$ cat config.mk
export PLATFORM = sky130hd
export DESIGN_NAME = mem_bus_arbiter
export DESIGN_NICKNAME = d
export VERILOG_FILES = /design/src/rtl/mem_bus_arbiter_pkg.sv /design/src/rtl/mem_bus_arbiter_picker.sv /design/src/rtl/mem_bus_arbiter.sv
export SDC_FILE = /design/constraint.sdc
export NUM_CORES = 1
export LEC_CHECK = 0
export BUFFER_PORTS_ARGS = -buffer_cell sky130_fd_sc_hd__buf_2
export CORE_AREA = 2 2 154 156
export DETAILED_ROUTE_END_ITERATION = 10
export DIE_AREA = 0 0 156 158
export GPL_TIMING_DRIVEN = 0
export PLACE_DENSITY = 0.57
export SLEW_MARGIN = 10
export SYNTH_ARGS = -nofsm -noshare
export SYNTH_HDL_FRONTEND = slang
export SYNTH_SLANG_ARGS = --single-unit
$ cat constraint.sdc
create_clock -name clk -period 2.03 [get_ports clk]
set_clock_uncertainty 0.1 [all_clocks]
set_input_delay 0.609 -clock clk [delete_from_list [all_inputs] [get_ports clk]]
set_output_delay 0.609 -clock clk [all_outputs]
set_load 0.02 [all_outputs]
$ cat src/rtl/mem_bus_arbiter_pkg.sv
// Shared types for the memory bus arbiter: FSM state encoding, policy selectors, width helper.
package mem_bus_arbiter_pkg;

    typedef enum logic [1:0] {
        IDLE  = 2'd0,
        ISSUE = 2'd1,
        WAIT  = 2'd2,
        RESP  = 2'd3
    } arb_state_t;

    localparam int RR_FIXED = 0;
    localparam int RR_ROUND = 1;

    // Index/counter width that never collapses to zero bits.
    function automatic int clog2_min1(input int n);
        return (n < 2) ? 1 : $clog2(n);
    endfunction

endpackage

$ cat src/rtl/mem_bus_arbiter_picker.sv
// Purpose: pick one requester, round-robin after `last` or fixed priority (index 0 highest).
// Latency: purely combinational.
// Backpressure: none; grant is all-zero when no request is present.
module rr_priority_picker
    import mem_bus_arbiter_pkg::*;
#(
    parameter int NUM_MASTERS = 2,
    parameter int RR_MODE     = RR_ROUND,
    localparam int IW         = clog2_min1(NUM_MASTERS)
) (
    input  logic [NUM_MASTERS-1:0] req,
    input  logic [IW-1:0]          last,
    output logic [NUM_MASTERS-1:0] grant,
    output logic [IW-1:0]          grant_idx,
    output logic                   any
);

    localparam logic [IW:0] NUM = (IW+1)'(NUM_MASTERS);

    logic [IW:0]   sum;
    logic [IW-1:0] cand;
    logic          found;

    // last < N and the offset is at most N, so one conditional subtract is a full modulo.
    always_comb begin
        grant     = '0;
        grant_idx = '0;
        found     = 1'b0;
        sum       = '0;
        cand      = '0;
        for (int k = 0; k < NUM_MASTERS; k++) begin
            if (RR_MODE == RR_ROUND) begin
                sum  = {1'b0, last} + (IW+1)'(k + 1);
                cand = (sum >= NUM) ? IW'(sum - NUM) : IW'(sum);
            end else begin
                cand = IW'(k);
            end
            if (!found && req[cand]) begin
                found       = 1'b1;
                grant[cand] = 1'b1;
                grant_idx   = cand;
            end
        end
    end

    assign any = |req;

endmodule

$ cat src/rtl/mem_bus_arbiter.sv
// Purpose: N-master to single-port memory arbiter; optional perf counters under ARB_PERF_CNT_EN.
// Latency: accept T, mem_en T+1, rsp_valid T+2+WAIT_STATES; next accept no earlier than T+WAIT_STATES+3.
// Backpressure: req_ready only in IDLE (one-hot to the winner); losers and busy cycles see ready=0.
module mem_bus_arbiter
    import mem_bus_arbiter_pkg::*;
#(
    parameter int XLEN        = 32,
    parameter int ADDR_W      = 32,
    parameter int NUM_MASTERS = 2,
    parameter int WAIT_STATES = 1,
    parameter int RR_MODE     = RR_ROUND
) (
    input  logic                          clk,
    input  logic                          rst,
    input  logic [NUM_MASTERS-1:0]        req_valid,
    output logic [NUM_MASTERS-1:0]        req_ready,
    input  logic [NUM_MASTERS-1:0]        req_we,
    input  logic [NUM_MASTERS*ADDR_W-1:0] req_addr,
    input  logic [NUM_MASTERS*XLEN-1:0]   req_wdata,
    output logic [NUM_MASTERS-1:0]        rsp_valid,
    output logic [XLEN-1:0]               rsp_rdata,
    output logic                          mem_en,
    output logic                          mem_we,
    output logic [ADDR_W-1:0]             mem_addr,
    output logic [XLEN-1:0]               mem_wdata,
    input  logic [XLEN-1:0]               mem_rdata,
    output logic [NUM_MASTERS*32-1:0]     perf_grant,
    output logic [NUM_MASTERS*32-1:0]     perf_stall
);

    localparam int IW = clog2_min1(NUM_MASTERS);
    localparam int CW = clog2_min1(WAIT_STATES);

    arb_state_t             state, state_nxt;
    logic [IW-1:0]          last, gnt_idx, cur;
    logic [NUM_MASTERS-1:0] gnt_oh;
    logic                   any_req, accept, lat_we, sel_we;
    logic [CW-1:0]          wait_cnt;
    logic [XLEN-1:0]        rdata_q, sel_wdata;
    logic [ADDR_W-1:0]      sel_addr;

    rr_priority_picker #(
        .NUM_MASTERS(NUM_MASTERS),
        .RR_MODE    (RR_MODE)
    ) u_picker (
        .req      (req_valid),
        .last     (last),
        .grant    (gnt_oh),
        .grant_idx(gnt_idx),
        .any      (any_req)
    );

    always_comb begin
        sel_addr  = '0;
        sel_wdata = '0;
        sel_we    = 1'b0;
        for (int i = 0; i < NUM_MASTERS; i++) begin
            if (gnt_oh[i]) begin
                sel_addr  = req_addr[i*ADDR_W +: ADDR_W];
                sel_wdata = req_wdata[i*XLEN +: XLEN];
                sel_we    = req_we[i];
            end
        end
    end

    // Ready is masked while rst is low so nothing looks accepted on a reset edge.
    always_comb begin
        state_nxt = state;
        req_ready = '0;
        rsp_valid = '0;
        rsp_rdata = '0;
        mem_en    = 1'b0;
        mem_we    = 1'b0;
        unique case (state)
            IDLE: begin
                if (any_req && rst) begin
                    req_ready = gnt_oh;
                    state_nxt = ISSUE;
                end
            end
            ISSUE: begin
                mem_en    = 1'b1;
                mem_we    = lat_we;
                state_nxt = WAIT;
            end
            WAIT: begin
                if (wait_cnt == '0) state_nxt = RESP;
            end
            RESP: begin
                rsp_valid[cur] = 1'b1;
                rsp_rdata      = rdata_q;
                state_nxt      = IDLE;
            end
            default: state_nxt = IDLE;
        endcase
    end

    assign accept = |req_ready;

    always_ff @(posedge clk) begin
        if (!rst) begin
            state     <= IDLE;
            last      <= IW'(NUM_MASTERS - 1);
            cur       <= '0;
            lat_we    <= 1'b0;
            mem_addr  <= '0;
            mem_wdata <= '0;
            wait_cnt  <= '0;
            rdata_q   <= '0;
        end else begin
            state <= state_nxt;
            if (accept) begin
                cur       <= gnt_idx;
                last      <= gnt_idx;
                lat_we    <= sel_we;
                mem_addr  <= sel_addr;
                mem_wdata <= sel_wdata;
            end
            if (state == ISSUE) begin
                wait_cnt <= CW'(WAIT_STATES - 1);
            end else if (state == WAIT && wait_cnt != '0) begin
                wait_cnt <= wait_cnt - 1'b1;
            end
            // Writes return zero as their acknowledge data.
            if (state == WAIT && wait_cnt == '0) begin
                rdata_q <= lat_we ? '0 : mem_rdata;
            end
        end
    end

`ifdef ARB_PERF_CNT_EN
    logic [31:0] grant_cnt [NUM_MASTERS];
    logic [31:0] stall_cnt [NUM_MASTERS];

    always_ff @(posedge clk) begin
        for (int i = 0; i < NUM_MASTERS; i++) begin
            if (!rst) begin
                grant_cnt[i] <= '0;
                stall_cnt[i] <= '0;
            end else begin
                if (req_ready[i]) grant_cnt[i] <= grant_cnt[i] + 32'd1;
                if (req_valid[i] && !req_ready[i]) stall_cnt[i] <= stall_cnt[i] + 32'd1;
            end
        end
    end

    for (genvar i = 0; i < NUM_MASTERS; i++) begin : g_perf
        assign perf_grant[i*32 +: 32] = grant_cnt[i];
        assign perf_stall[i*32 +: 32] = stall_cnt[i];
    end
`else
    assign perf_grant = '0;
    assign perf_stall = '0;
`endif

endmodule
Word level (Yosys, flattened, before mapping)
Index checks and enable logic that the tools add are counted.
{"block": "totals", "regBits": 102, "in_bits": 166, "out_inout_bits": 230, "word_cells": 75}
{"block": "classes", "add_sub_neg": 5, "n_lt_le_gt_ge": 8, "eq_ne": 5, "n_mux": 33, "bitwise": 3, "n_reduce_logical": 13}
{"cell": "$mux W32", "count": 6}
{"cell": "$mux W1", "count": 16}
{"cell": "$mux W2", "count": 7}
{"cell": "$pmux W2 S4", "count": 1}
{"cell": "$logic_and A1 B1 Y1", "count": 7}
{"cell": "$lt A1 B2 Y1 const B", "count": 3}
{"cell": "$reduce_or A2 Y1", "count": 3}
{"cell": "$eq A2 B2 Y1 const B", "count": 2}
{"cell": "$ge A2 B2 Y1 const B", "count": 2}
{"cell": "$ne A2 B2 Y1 const B", "count": 2}
{"cell": "$demux W1 S1", "count": 3}
{"cell": "$ge A1 B1 Y1 const B", "count": 3}
{"cell": "$sub A1 B1 Y1 const B", "count": 3}
{"cell": "$add A1 B1 Y2 const B", "count": 1}
{"cell": "$add A1 B2 Y2 const B", "count": 1}
{"cell": "$eq A2 B1 Y1 const B", "count": 1}
{"cell": "$logic_not A2 Y1", "count": 1}
{"cell": "$not A1 Y1", "count": 2}
{"cell": "$or A2 B2 Y2", "count": 1}
{"cell": "$reduce_and A2 Y1", "count": 1}
{"cell": "$logic_not A1 Y1", "count": 1}

Depth between registers and ports, before layout
Gate-level depths: netlist of run 1.
{"block": "depth", "word_depth": 13, "mapped_depth": 7, "mapped_depth_nobuf": 5}

Hierarchy
Synthesis of run 1 repeated with hierarchy kept, for this count alone.
{"block": "unflattened", "hier_cells": 649, "hier_area_um2": 6055.8}
{"module": "mem_bus_arbiter", "instances": 1, "cells_per_inst": 644, "area_each_um2": 6023.3}
{"module": "rr_priority_picker", "instances": 1, "cells_per_inst": 5, "area_each_um2": 32.5}

Least setup slack after synthesis of run 1
OpenSTA, ideal clock, no wires.
{"block": "synth_timing", "path_kind": "input port to output port", "start": "input port req_valid[0]", "end": "output port req_ready[1]", "arrival_ns": 1.335, "required_ns": 1.321, "path_slack_ns": -0.014, "cell_stages": 4, "path_cell_list": "buf_2 > a21boi_2 > buf_6 > and2_1"}
{"block": "synth_via", "elab_chain_cells": 8}
{"element": "from (decl)", "line": "mem_bus_arbiter.sv:15", "source": "input logic [NUM_MASTERS-1:0] req_valid,"}
{"element": "$mux W1 (implied by the code) (2 in series)", "line": "mem_bus_arbiter_picker.sv:38", "source": "if (!found && req[cand]) begin"}
{"element": "$mux W1", "line": "mem_bus_arbiter_picker.sv:38"}
{"element": "$logic_not A1 Y1", "line": "mem_bus_arbiter_picker.sv:38"}
{"element": "$logic_and A1 B1 Y1", "line": "mem_bus_arbiter_picker.sv:38"}
{"element": "$mux W2", "line": "mem_bus_arbiter_picker.sv:38"}
{"element": "$mux W2 (*)", "line": "mem_bus_arbiter.sv:76", "source": "if (any_req && rst) begin"}
{"element": "$mux W2 (*)", "line": "mem_bus_arbiter.sv:74", "source": "unique case (state)"}
{"element": "to (decl)", "line": "mem_bus_arbiter.sv:16", "source": "output logic [NUM_MASTERS-1:0] req_ready,"}
Every way passes the cells marked *; elsewhere a longest branch is shown, timed or not. The select of a mux whose other input is x is not followed.

Final worst setup path of run 1
{"block": "layout_timing", "start": "register state[0]", "end": "output port req_ready[0]"}
{"block": "layout_via", "elab_chain_cells": 2}
{"element": "from (decl)", "line": "mem_bus_arbiter.sv:34", "source": "arb_state_t state, state_nxt;"}
{"element": "from (signal assigned)", "line": "mem_bus_arbiter.sv:111", "source": "state <= state_nxt;"}
{"element": "$logic_not A2 Y1", "line": "mem_bus_arbiter.sv:74"}
{"element": "$mux W2", "line": "mem_bus_arbiter.sv:74"}
No other way between the ends.

==> results of run 1 <==
## cells by family after synthesis
kind of cell,after synthesis,synth area share [%]
compound gates,170,21.6
fa+ha+maj,5,1.11
buf+inv,191,23.5
flops,102,36.3
mux,1,0.178
other cells,1,0.0667
simple gates,174,17.2
## cell type report
type	count	share of cell area (%)
Sequential cell	102	23.9
Tap cell	290	4.21
Multi-Input combinational cell	478	33.1
Inverter	3	0.189
Buffer	188	15.9
Timing Repair Buffer	278	18.9
Antenna cell	1	0.0291
Clock inverter	6	1.06
Clock buffer	10	2.78
## cells in the mapped netlist, drive strengths merged, types with 2 or more instances
cell	count	area, µm²
a21boi	33	251
o21ai	65	325
nand3b	32	240
dfxtp	102	2040
a32oi	65	569
nand2	34	128
buf	163	1220
nand3	65	325
and2	36	225
ha	5	62.6
clkbuf	25	93.8
inv	3	11.3
o21a	2	15.0
nor2b	2	12.5
nand2b	2	12.5
## worst reg2reg max path: cells and delay by family, from the launching register on
kind,cells,cell delay (ns)
buf+inv,3,0.59
flops,1,0.39
simple gates,2,0.32
fa+ha+maj,1,0.24
compound gates,1,0.15
## registers in the layout (all words and copies together), names as in the netlist
register   flops
state          2
lat_we         1
wait_cnt       1
rdata_q       32
last           1
mem_wdata     32
mem_addr      32
cur            1
## worst max-delay path by stage
stage | end | cells after the start | startpoint
after global placement | req_ready[0] | 5 | req_valid[1]
after global routing | rsp_rdata[12] | 4 | state[0]$_SDFFE_PN0P_
after CTS | rsp_rdata[27] | 4 | state[0]$_SDFFE_PN0P_
after floorplan | req_ready[1] | 4 | req_valid[0]
after detailed placement | req_ready[0] | 5 | req_valid[1]
final | req_ready[0] | 5 | state[0]$_SDFFE_PN0P_
## layer usage
layer,vias up,part of all wire (%),GRT usage [%]
met4,0,1.2,3.58
met1,2514,41,17.7
met2,223,50,26.8
met3,17,7.1,4.19
met5,-,0,0
li1,2874,-,-
## repair_timing
item | in CTS | in global routing
pin swaps | 11 | 3
endpoints found under the setup margin | 37 | 37
resized for setup | 110 | 23
cloned | 2 | 0
buffers inserted | 8 | 2
## metrics by stage
step,area (µm²),setup WS (ns),setup TNS [ns],cells
floorplan,6100,0.0280,0,771
global placement,7790,-0.354,-1.94,1327
detailed placement,7790,-0.353,-1.89,1327
CTS,8540,-0.110,-2.51,1353
global route,8610,-0.121,-3.41,1355
finish,8610,-0.0660,-1.08,1356
## layout by cell type (no fill, tap or decap), types with 2 or more instances in the layout
master     count
a21boi_0       2
a21boi_1      30
a32oi_1       65
and2_1        12
and2_4        24
buf_2        246
buf_4        153
buf_6         42
buf_8          2
bufinv_16      2
clkbuf_1      20
clkbuf_16      9
clkbuf_8       3
conb_1       128
dfxtp_1       98
dfxtp_4        3
ha_1           3
ha_4           2
inv_4          2
inv_6          2
nand2_1       34
nand3_1       65
nand3b_1      32
o21a_1         2
o21ai_1       65
## power breakdown
part / internal, µW / total [µW] / switching (µW)
sequential: 2450 / 2700 / 250
clock: 1120 / 1940 / 820
combinational: 1270 / 3180 / 1910
total: 4840 / 7820 / 2980
==> impl_results.md, run 1 <==
- CP max stage delay: around 0.37 ns
- Chip height: about 160 µm
- First-pass GRT wire length: roughly 29 mm
- Post-synth EDFFs: 0
- Hold slack: ~0.35 ns
- Ys async rst share: 0%
- Unrepaired setup endpoints after global routing: true
- Max H-tree Level: 3
- Clock slew at reported path FFs: around 0.07 ns
- DR vias: 5628
- Post-DRT Antenna Nets: 0
- WL/cell: about 14 µm
- IO Port Bufs: 266
- Die extent in x: about 160 µm
- Hold Crit Class: register to register
- Placer Congestion: 0.786
- Fin util: a little under two fifths
- Fill count: 2439
- Worst EP required: about 1.3 ns
- Predominant post-synthesis flop cell: dfxtp_1
- Total clock sinks: 102
- Sequential share of the synthesized area: a little over a third
- Crit Reg-Reg Endpoint: rdata_q[7]$_SDFFE_PN0P_
- DR iter-0 viols: 200
- Reg area: about 2100 µm²
- Worst Min Path Start: rdata_q[30]$_SDFFE_PN0P_
- Worst vdd ir: slightly above 0.0004 V
- Tot GR Track Use: between 10% and 20%
- Row cnt: 56
- Synth warn: 0
- Tmin final: roughly 2.1 ns
- Status: complete, but fails checks
- R2R cell count: 7
- Via/cell ratio: a little over 4
- Share of cells above drive strength 1: between 40 and 50%
- Hold-fix buffer count after cts: 0
- Clock root buffer master: clkbuf_16
- Crit-path leading delay family: flip-flops
- # IOs: around 400
- Failing checks: setup timing
- Area occupied by multi-input gates: 2850 µm²
- Fmax: 477 MHz
- Worst path cell trace: inv_4, ha_4, o211a_4, and3_4, buf_6
- Reg2reg setup slack: 0.19 ns
- Skew-Pair Late Insertion Delay: between 0.3 and 0.4 ns
- Pins Over Slew Limit: 0
- CP arrival: roughly 1.4 ns
- Bufs on Longest Clock Path: 2
- HPWL after detailed placement: 15.4 mm
- GRT overflow: 0
- WHS Path Cells: 2
- Synth Register Bits: between 100 and 150
- Core ar.: approximately 23000 µm²
- Worst Slack Setup Final: -0.0660 ns
- Fin crit share: 103%
- WL final: between 15 and 20 mm
- Die ar.: 24600 µm²
- Pin count of the biggest net entering global routing: 18
- Worst flop-to-flop path startpoint: state[0]$_SDFFE_PN0P_
- Inserted Clock Buffers: 9
- Leak Pwr: approximately 0.0042 µW
- WS Path Type: register to output port
- Vias in the first global route: around 5100
- Design Power: 7820 µW
- Syn_area_per_cell: about 8.7 µm²
- Max stage delay cell, worst path: dfxtp_4
- Nets@finish: between 1000 and 1500
- DR DRC count: 0
- TritonCTS clock tree: built
- CP Launch Type: register
- Final setup viols: 34
- Layout area overhead: 53.2%
- Pre-Repair DR Iteration Count: 4
- Max-cap violations: 0
- Initial Utilization: around 24%
- Worst path bufs/invs: 2
- Mapped Area: 5620 µm²
- Initial antenna violation count: 1
- CP endpoint kind: output port
- Hold Vio Cnt, Final: 0
- Crit-path max FO: 4
- Syn Inst Count: approximately 640
- Pwr dens: 908 nW/µm²
- Netlist cell types: 29
- Hold EP: rdata_q[30]$_SDFFE_PN0P_
Power figures use the tool's default switching activity.
==> inputs of run 2 (changes only) <==
--- a/config.mk
+++ b/config.mk
@@ -5,12 +5,13 @@
 export SDC_FILE = /design/constraint.sdc
 export NUM_CORES = 1
 export LEC_CHECK = 0
-export BUFFER_PORTS_ARGS = -buffer_cell sky130_fd_sc_hd__buf_2
 export CORE_AREA = 2 2 154 156
 export DETAILED_ROUTE_END_ITERATION = 10
 export DIE_AREA = 0 0 156 158
+export DONT_BUFFER_PORTS = 1
 export GPL_TIMING_DRIVEN = 0
-export PLACE_DENSITY = 0.57
+export PLACE_DENSITY = 0.43
+export SETUP_SLACK_MARGIN = 0.2
 export SLEW_MARGIN = 10
 export SYNTH_ARGS = -nofsm -noshare
 export SYNTH_HDL_FRONTEND = slang
==> impl_results.md, run 2 (same netlist as run 1, synthesis figures left out) <==
- Max-cap violations: 0
- WL/cell: around 18 µm
- Pin count of the biggest net entering global routing: 19
- Die ar.: roughly 25000 µm²
- Nets@finish: roughly 960
- CP max stage delay: ~0.40 ns
- # IOs: 396
- Worst vdd ir: ~0.00036 V
- Fin cells: between 1000 and 1500
- Inserted Clock Buffers: 9
- Bufs on Longest Clock Path: 2
- Hold EP: rdata_q[28]$_SDFFE_PN0P_
- Via/cell ratio: about 4.3
- Final setup viols: 25
- Worst path cell trace: ha_4, clkbuf_16, and2_4
- Most common cell after layout, fill and taps aside: buf_4
- Clock slew at reported path FFs: ~0.070 ns
- Pins Over Slew Limit: 0
- Met2 usage: a little over a quarter
- GRT overflow: 0
- First-pass GRT wire length: between 20 and 30 mm
- Fin crit share: 103%
- Clock root buffer master: clkbuf_16
- Share of cells above drive strength 1: slightly above 30%
- Design Power: ~7300 µW
- Pwr dens: about 1000 nW/µm²
- Reg2reg setup slack: 0.31 ns
- Hold Crit Class: input port to register
- Fin util: between 30% and 40%
- TritonCTS clock tree: built
- Slew @ Worst Pin: approximately 0.77 ns
- CP Launch Type: register
- Worst Min Path Start: mem_rdata[28]
- Core ar.: 23100 µm²
- Post-DRT Antenna Nets: 0
- WHS Path Cells: 2
- Placed cells: 1061
- HPWL after detailed placement: approximately 15 mm
- Worst Slack Setup Final: -0.0555 ns
- Vias in the first global route: between 4000 and 5000
- Row cnt: 56
- Reg area: approximately 2100 µm²
- Worst flop-to-flop path startpoint: state[0]$_SDFFE_PN0P_
- Met3 Resource Use GR: 5.61%
- Status: complete, but fails checks
- Fill count: roughly 2500
- Initial Utilization: 24.4%
- CP endpoint kind: output port
- Max stage delay cell, worst path: dfxtp_4
- Top Usage Layer GRT: met2
- Fmax: 480 MHz
- Tmin final: ~2.1 ns
- Worst path bufs/invs: 1
- WL final: ~19 mm
- DR DRC count: 0
- Hold Vio Cnt, Final: 0
- Met1 Use GR: between 10% and 20%
- Biggest regs: mem_addr: 32 flops, mem_wdata: 32 flops, rdata_q: 32 flops
- CP arrival: 1.38 ns
- Tot GR Track Use: between 10 and 15%
- Placer Congestion: 0.765
- Pre-Repair DR Iteration Count: 4
- Failing checks: setup timing
- Hold-fix buffer count after cts: 0
- Post-DP Area: ~6500 µm²
- WS Path Type: register to output port
- R2R cell count: 5
- DR iter-0 viols: between 100 and 150
- Crit-path max FO: 8
- Most frequent cells in the layout: 140 x buf_4, 128 x conb_1, 99 x dfxtp_1
- Unrepaired setup endpoints after global routing: true
- DR vias: between 4000 and 5000
- Skew-Pair Late Insertion Delay: 0.35 ns
- Leak Pwr: ~0.0030 µW
- Layout area overhead: 26.2%
- Chip height: 158 µm
- Area occupied by multi-input gates: between 2000 and 3000 µm²
- # diodes: 0
- Worst EP required: about 1.3 ns
- Max H-tree Level: 3
- IO Port Bufs: 0
- Crit Reg-Reg Endpoint: mem_wdata[18]$_SDFFE_PN0P_
- Initial antenna violation count: 0
- Total clock sinks: between 100 and 150
- Slew HR: between 40% and 50%
- Final Cell Area: ~7100 µm²
- Critical path launch point: state[0]$_SDFFE_PN0P_
- Crit-path leading delay family: flip-flops
- Die extent in x: about 160 µm
run 2: cell types whose count changed in the layout (fill, tap and decap cells not counted), sizes merged:
cell and change:
clkinvlp +1, clkinv -1, buf -269, inv +2, bufinv -1, clkbuf -1, diode -1
run 2: worst max-delay path by stage:
stage | to | slack [ns] | cells after the start
finish | rsp_rdata[24] | -0.06 | 3
global route | rsp_rdata[24] | -0.12 | 3
CTS | req_ready[0] | -0.08 | 4
detailed placement | rsp_rdata[24] | -0.16 | 3
global placement | rsp_rdata[24] | -0.15 | 3
floorplan | req_ready[1] | 0.12 | 4
run 2: cell type report:
class | count | area share [%]
sequential | 102 | 28.9
clock inverter | 7 | 1.09
clock buffer | 9 | 3.18
tap | 290 | 5.12
timing repair buffer | 9 | 1.32
inverter | 3 | 0.229
buffer | 188 | 19.6
multi-input combinational | 478 | 40.5
run 2: where the power goes:
group	internal (µW)	switching [µW]
combinational	990	1380
sequential	2440	700
clock	974	853
run 2: layer usage:
layer	up-vias	routed length, µm
met5	-	0
met2	237	9760
met1	2069	7550
met4	0	232
met3	13	1830
li1	2337	-
run 2: per-stage QoR:
stage | setup TNS [ns] | hold WS [ns] | worst slack (ns)
detailed placement | -2.54 | 0.338 | -0.165
finish | -0.665 | 0.316 | -0.0555
floorplan | 0 | 0.326 | 0.120
global placement | -2.20 | 0.335 | -0.147
CTS | -0.981 | 0.294 | -0.0812
global route | -2.83 | 0.299 | -0.120
run 2: what timing repair did:
action | in CTS | in global routing
hold endpoints to repair | 0 | 0
endpoints found under the setup margin | 49 | 69
pin swaps | 13 | 8
setup buffers | 6 | 1
gates resized for setup | 101 | 21
cloned | 1 | 1
